File: src/rtl/dpi_pkg.sv
// Shared types and sizes for the DPI packet sequencer and its stream table.
package dpi_pkg;
    localparam int SID_W     = 6;
    localparam int N_STREAMS = 64;
    localparam int CHAR_W    = 8;

    typedef enum logic [2:0] {
        S_IDLE,
        S_LOAD,
        S_SETTLE,
        S_STREAM,
        S_DRAIN,
        S_EOP,
        S_RESULT
    } state_t;
endpackage

File: src/rtl/dpi_stream_table.sv
// Per-stream regex enable masks (block RAM) plus the seen-bitmap, with a
// registered single-cycle read of both for one stream ID.
module dpi_stream_table
    import dpi_pkg::*;
#(
    parameter int N_REGEX = 8
) (
    input  logic               clk,
    input  logic               rst,
    input  logic               wr_en,
    input  logic [SID_W-1:0]   wr_sid,
    input  logic [N_REGEX-1:0] wr_mask,
    input  logic               clr,
    input  logic               set_en,
    input  logic [SID_W-1:0]   set_sid,
    input  logic               rd_en,
    input  logic [SID_W-1:0]   rd_sid,
    output logic [N_REGEX-1:0] rd_mask,
    output logic               rd_seen
);
    logic [N_REGEX-1:0]   mask_mem [N_STREAMS];
    logic [N_REGEX-1:0]   mask_q_reg;
    logic [N_STREAMS-1:0] mask_vld_reg, mask_vld_next;
    logic [N_STREAMS-1:0] seen_reg, seen_next;
    logic                 rd_vld_reg;
    logic                 rd_seen_reg;

    // The RAM itself cannot be cleared by reset, so a per-entry written flag
    // gates its read data; an unwritten entry reads as an all-zero mask.
    always_ff @(posedge clk) begin
        if (wr_en)
            mask_mem[wr_sid] <= wr_mask;
        if (rd_en)
            mask_q_reg <= mask_mem[rd_sid];
    end

    // A set from LOAD survives a simultaneous clear of the whole bitmap.
    generate
        for (genvar gi = 0; gi < N_STREAMS; gi++) begin : g_bits
            assign mask_vld_next[gi] = mask_vld_reg[gi] | (wr_en && (wr_sid == SID_W'(gi)));
            assign seen_next[gi]     = (set_en && (set_sid == SID_W'(gi))) | (seen_reg[gi] & ~clr);
        end
    endgenerate

    always_ff @(posedge clk) begin
        if (rst) begin
            mask_vld_reg <= '0;
            seen_reg     <= '0;
            rd_vld_reg   <= 1'b0;
            rd_seen_reg  <= 1'b0;
        end else begin
            mask_vld_reg <= mask_vld_next;
            seen_reg     <= seen_next;
            if (rd_en) begin
                rd_vld_reg  <= mask_vld_reg[rd_sid];
                rd_seen_reg <= seen_reg[rd_sid];
            end
        end
    end

    assign rd_mask = rd_vld_reg ? mask_q_reg : '0;
    assign rd_seen = rd_seen_reg;
endmodule

File: src/rtl/dpi_pkt_sequencer.sv
// Per-packet controller for the DPI regex bank: loads matcher state, streams
// bytes, waits out matcher latency, pulses eop and returns the masked result.
module dpi_pkt_sequencer
    import dpi_pkg::*;
#(
    parameter int N_REGEX   = 8,
    parameter int MATCH_LAT = 2
) (
    input  logic               clk,
    input  logic               rst,
    input  logic               in_valid,
    output logic               in_ready,
    input  logic [CHAR_W-1:0]  in_data,
    input  logic               in_sop,
    input  logic               in_eop,
    input  logic [SID_W-1:0]   in_sid,
    input  logic               cfg_we,
    input  logic [SID_W-1:0]   cfg_sid,
    input  logic [N_REGEX-1:0] cfg_mask,
    input  logic               cfg_clr,
    output logic [CHAR_W-1:0]  char_in,
    output logic               char_in_vld,
    output logic               load_state,
    output logic               new_stream_id,
    output logic               eop,
    output logic [SID_W-1:0]   stream_id,
    output logic [N_REGEX-1:0] enable,
    input  logic [N_REGEX-1:0] fired,
    output logic               res_valid,
    input  logic               res_ready,
    output logic [SID_W-1:0]   res_sid,
    output logic [N_REGEX-1:0] res_fired,
    output logic [15:0]        pkt_count,
    output logic               err
);
    state_t             state_reg, state_next;
    logic [SID_W-1:0]   sid_reg;
    logic [N_REGEX-1:0] mask_reg;
    logic [2:0]         drain_cnt_reg;
    logic [CHAR_W-1:0]  char_reg;
    logic               char_vld_reg;
    logic [SID_W-1:0]   res_sid_reg;
    logic [N_REGEX-1:0] res_fired_reg;
    logic [15:0]        pkt_count_reg;
    logic               err_reg;
    logic               sop_start, accept, drop;
    logic [N_REGEX-1:0] tbl_mask;
    logic               tbl_seen;

    assign sop_start = (state_reg == S_IDLE) && in_valid && in_sop;

    dpi_stream_table #(.N_REGEX(N_REGEX)) u_table (
        .clk     (clk),
        .rst     (rst),
        .wr_en   (cfg_we),
        .wr_sid  (cfg_sid),
        .wr_mask (cfg_mask),
        .clr     (cfg_clr),
        .set_en  (state_reg == S_LOAD),
        .set_sid (sid_reg),
        .rd_en   (sop_start),
        .rd_sid  (in_sid),
        .rd_mask (tbl_mask),
        .rd_seen (tbl_seen)
    );

    always_comb begin
        state_next    = state_reg;
        in_ready      = 1'b0;
        load_state    = 1'b0;
        new_stream_id = 1'b0;
        eop           = 1'b0;
        enable        = '0;
        res_valid     = 1'b0;
        accept        = 1'b0;
        drop          = 1'b0;
        case (state_reg)
            S_IDLE: begin
                if (in_valid) begin
                    if (in_sop) begin
                        state_next = S_LOAD;
                    end else begin
                        in_ready = 1'b1;
                        drop     = 1'b1;
                    end
                end
            end
            S_LOAD: begin
                load_state    = 1'b1;
                new_stream_id = ~tbl_seen;
                state_next    = S_SETTLE;
            end
            S_SETTLE: state_next = S_STREAM;
            S_STREAM: begin
                in_ready = 1'b1;
                if (in_valid) begin
                    accept = 1'b1;
                    if (in_eop)
                        state_next = S_DRAIN;
                end
            end
            S_DRAIN: begin
                if (drain_cnt_reg == 3'(MATCH_LAT))
                    state_next = S_EOP;
            end
            S_EOP: begin
                eop        = 1'b1;
                enable     = mask_reg;
                state_next = S_RESULT;
            end
            S_RESULT: begin
                res_valid = 1'b1;
                if (res_ready)
                    state_next = S_IDLE;
            end
            default: state_next = S_IDLE;
        endcase
    end

    always_ff @(posedge clk) begin
        if (rst) begin
            state_reg     <= S_IDLE;
            sid_reg       <= '0;
            mask_reg      <= '0;
            drain_cnt_reg <= '0;
            char_reg      <= '0;
            char_vld_reg  <= 1'b0;
            res_sid_reg   <= '0;
            res_fired_reg <= '0;
            pkt_count_reg <= '0;
            err_reg       <= 1'b0;
        end else begin
            state_reg    <= state_next;
            char_vld_reg <= accept;
            if (accept)
                char_reg <= in_data;
            if (sop_start)
                sid_reg <= in_sid;
            // Mask is frozen at LOAD so config writes never touch the live packet.
            if (state_reg == S_LOAD)
                mask_reg <= tbl_mask;
            drain_cnt_reg <= (state_reg == S_DRAIN) ? drain_cnt_reg + 3'd1 : 3'd0;
            if (drop)
                err_reg <= 1'b1;
            if (state_reg == S_EOP) begin
                res_fired_reg <= fired & mask_reg;
                res_sid_reg   <= sid_reg;
                pkt_count_reg <= pkt_count_reg + 16'd1;
            end
        end
    end

    assign char_in     = char_reg;
    assign char_in_vld = char_vld_reg;
    assign stream_id   = sid_reg;
    assign res_sid     = res_sid_reg;
    assign res_fired   = res_fired_reg;
    assign pkt_count   = pkt_count_reg;
    assign err         = err_reg;
endmodule

File: config.mk
export PLATFORM = sky130hd
export DESIGN_NAME = dpi_pkt_sequencer
export DESIGN_NICKNAME = d
export VERILOG_FILES = /design/src/rtl/dpi_pkg.sv /design/src/rtl/dpi_stream_table.sv /design/src/rtl/dpi_pkt_sequencer.sv
export SDC_FILE = /design/constraint.sdc
export NUM_CORES = 1
export LEC_CHECK = 0
export BUFFER_PORTS_ARGS = -buffer_cell sky130_fd_sc_hd__buf_2
export CORE_UTILIZATION = 61
export CTS_CLUSTER_DIAMETER = 200
export DETAILED_ROUTE_END_ITERATION = 10
export PLACE_DENSITY_LB_ADDON = 0.3
export SLEW_MARGIN = 20
export SYNTH_ARGS = -nofsm -noshare
export SYNTH_HDL_FRONTEND = slang
export SYNTH_SLANG_ARGS = --single-unit
File: constraint.sdc
create_clock -name clk -period 2.8 [get_ports clk]
set_input_delay 0.14 -clock clk [delete_from_list [all_inputs] [get_ports clk]]
set_output_delay 0.14 -clock clk [all_outputs]
set_load 0.005 [all_outputs]
==> flow_summary.toml <==
[global_route]
grt_max_degree = 81
gr-total-overflow = 0
antenna_found_initial = 2
grt_pass1_vias = 16460
grt_util_all_layers_pct = 30.07
grt_first_pass_wirelength_mm = 102.3

[synthesis]
ys_seq_area_share_pct = 69.70
synth.most_common_cell = "edfxtp_1"
synth.area.top_cells = "edfxtp_1 56%, mux4_2 15%, dfxtp_1 14%, nor2_1 4.0%, a21oi_1 1.9%"
async_reset_ff_share_pct = 0
synth_edf_count = 520
netlist_top_cells_count = "520 x edfxtp_1, 296 x nor2_1, 190 x dfxtp_1"
synthesis.nets = 1799
synth-seq-cells = 710
synthFlopType = "edfxtp_1"
syn_area_per_cell_um2 = 15.90
synth_cells = 1752
yosys.area.top_type = "edfxtp_1"
synth_warnings = 0
synthDistinctLibCells = 45
synth_top_area_share_pct = 56.05
netlist_area_mm2 = 0.02786

[cells_and_area]
postLayoutCoreUtil_pct = 71.55
num_antenna_cells = 0
largest_register_ffs = 512
finalNonFillerCells = 2577
nNetsFinal = 1978
area_growth_pct = 14.56
layout-drive-gt1-share_pct = 24.94

[route]
drt_iter0_markers = 1907
drc = 0
wl_per_cell_um = 26.33
dr.pass1.iters = 6
ant_nets = 0
vias = 16440
via_per_inst = 6.380
routed_wirelength_mm = 67.86

[timing]
setup_tns_ps = 0
fin_crit_sh_pct = 91.58
maxSlewViolCount = 0
setup_viol = 0
rsz0062_at_grt = "false"
whs_ps = 54.02
worst_pin_slew_ps = 1136
timing.fmax_mhz = 390.0
period_minus_slack_ps = 2564
finalClockSkew_ps = 21.68
hold_viol_final = 0
maxSlewHeadroom_pct = 24.29

[pwr]
ir_drop_v = 0.0008571
powerDensity_mw_per_mm2 = 691.5
power_mw = 22.07
leakagePower_nw = 10.81

[floorplanning]
die-area_mm2 = 0.04653
die_x_um = 215.7
initial_utilization_pct = 62.46
fp-row-count = 77
io_pins = 103
die_h_um = 215.7
core_mm2 = 0.04461

[setup_path]
critPathKind = "register to output pin"
cp.required_ps = 2660
end_kind = "output pin"
arrival_ps = 2420
r2r_start = "u_table.mask_mem[3][7]"
worstSetupStartpoint = "state_reg[2]"
start_kind = "register"
critPathMaxFanout = 25

[clock_network]
clkTransAtPathRegs_ps = 50
post_cts.repair.setup_buffers = 0
htreeDepth = 3
cts_tree = "done"
cts_buffers = 70
clockBufferDepth = 3
cts-root-buf = "clkbuf_16"
cts.sinks = 710
worstSkewPairLatency_ps = 630

[placement]
placed_cells = 2433
port_buffers = 102
routabilityCongestion = 0.8382
dp_hpwl_mm = 40.20

[worst_hold_path]
hp-start = "in_valid"
hold_class = "input port to register"

[status]
outcome = "finished, final reports clean"

[job]
max-cap-violations = 0
## layout by cell type (no fill, tap or decap), types with 39 or more instances in the layout
master     synthesis  routed
a21oi_1          103     103
buf_2             14      92
buf_4              1      92
clkbuf_16          0      72
dfxtp_1          190     190
edfxtp_1         520     520
mux4_2           188     188
nand2_1           82      82
nand3_1           39      39
nor2_1           296     296
nor2b_1           72      72
## where the power goes
group	leakage [nW]	switching, mW	internal (mW)
Sequential	6.21	0.120	11.4
Clock	1.09	3.86	5.32
Combinational	3.51	0.827	0.545
## cell type report
class	instances	area, µm²
sequential	710	19420
inverter	7	26.28
clock buffer	97	1936
fill	2705	12690
multi-input combinational	927	7936
tap	592	740.7
timing repair buffer	215	1569
clock inverter	29	289.0
## path summary, 6_finish.rpt
path                      endpoint  slack [ps]  cells past startpoint
min reg2reg       drain_cnt_reg[0]         450                      1
max                      enable[0]         240                      5
min                            err          50                      4
max reg2reg  u_table.mask_q_reg[7]         580                      4
## worst max-delay path, stage by stage (launching register included)
cell and delay, ps:
dfxtp_1 570, nand3b_1 150, buf_4 240, inv_1 520, and2_1 220, buf_2 110
## logic make-up (layout without fill, tap and decap cells)
logic type,count (synthesis),in the layout,share of synthesized area [%]
AOI/OAI and AO/OA,136,136,2.704
adders and majority gates,3,3,0.1347
buffers and inverters,115,348,1.814
DFF,710,710,69.70
xor gates and xnor gates,16,16,0.5030
muxes,215,215,16.19
and+or+nand+nor,557,557,8.951
## through the flow
step	setup WS, ps	area, µm²
finish	235.7	31920
global route	48.26	31920
CTS	213.1	31900
detailed placement	109.2	29500
global placement	174.8	29500
floorplan	503.0	27860
## routing by layer
| layer | wire [µm] | GRT usage [%] | share of wire, % |
|---|---|---|---|
| met2 | 33900 | 49.19 | 50 |
| met5 | 12 | 0 | 0.018 |
| met4 | 1825 | 9.007 | 2.7 |
| met3 | 6644 | 6.483 | 9.8 |
| met1 | 25480 | 40.97 | 38 |
## timing repair
item	in CTS	in global routing
resized for setup	0	0
endpoints found under the hold margin	46	0
hold buffers	18	0
Note: power is estimated with default switching activity, not from simulation.
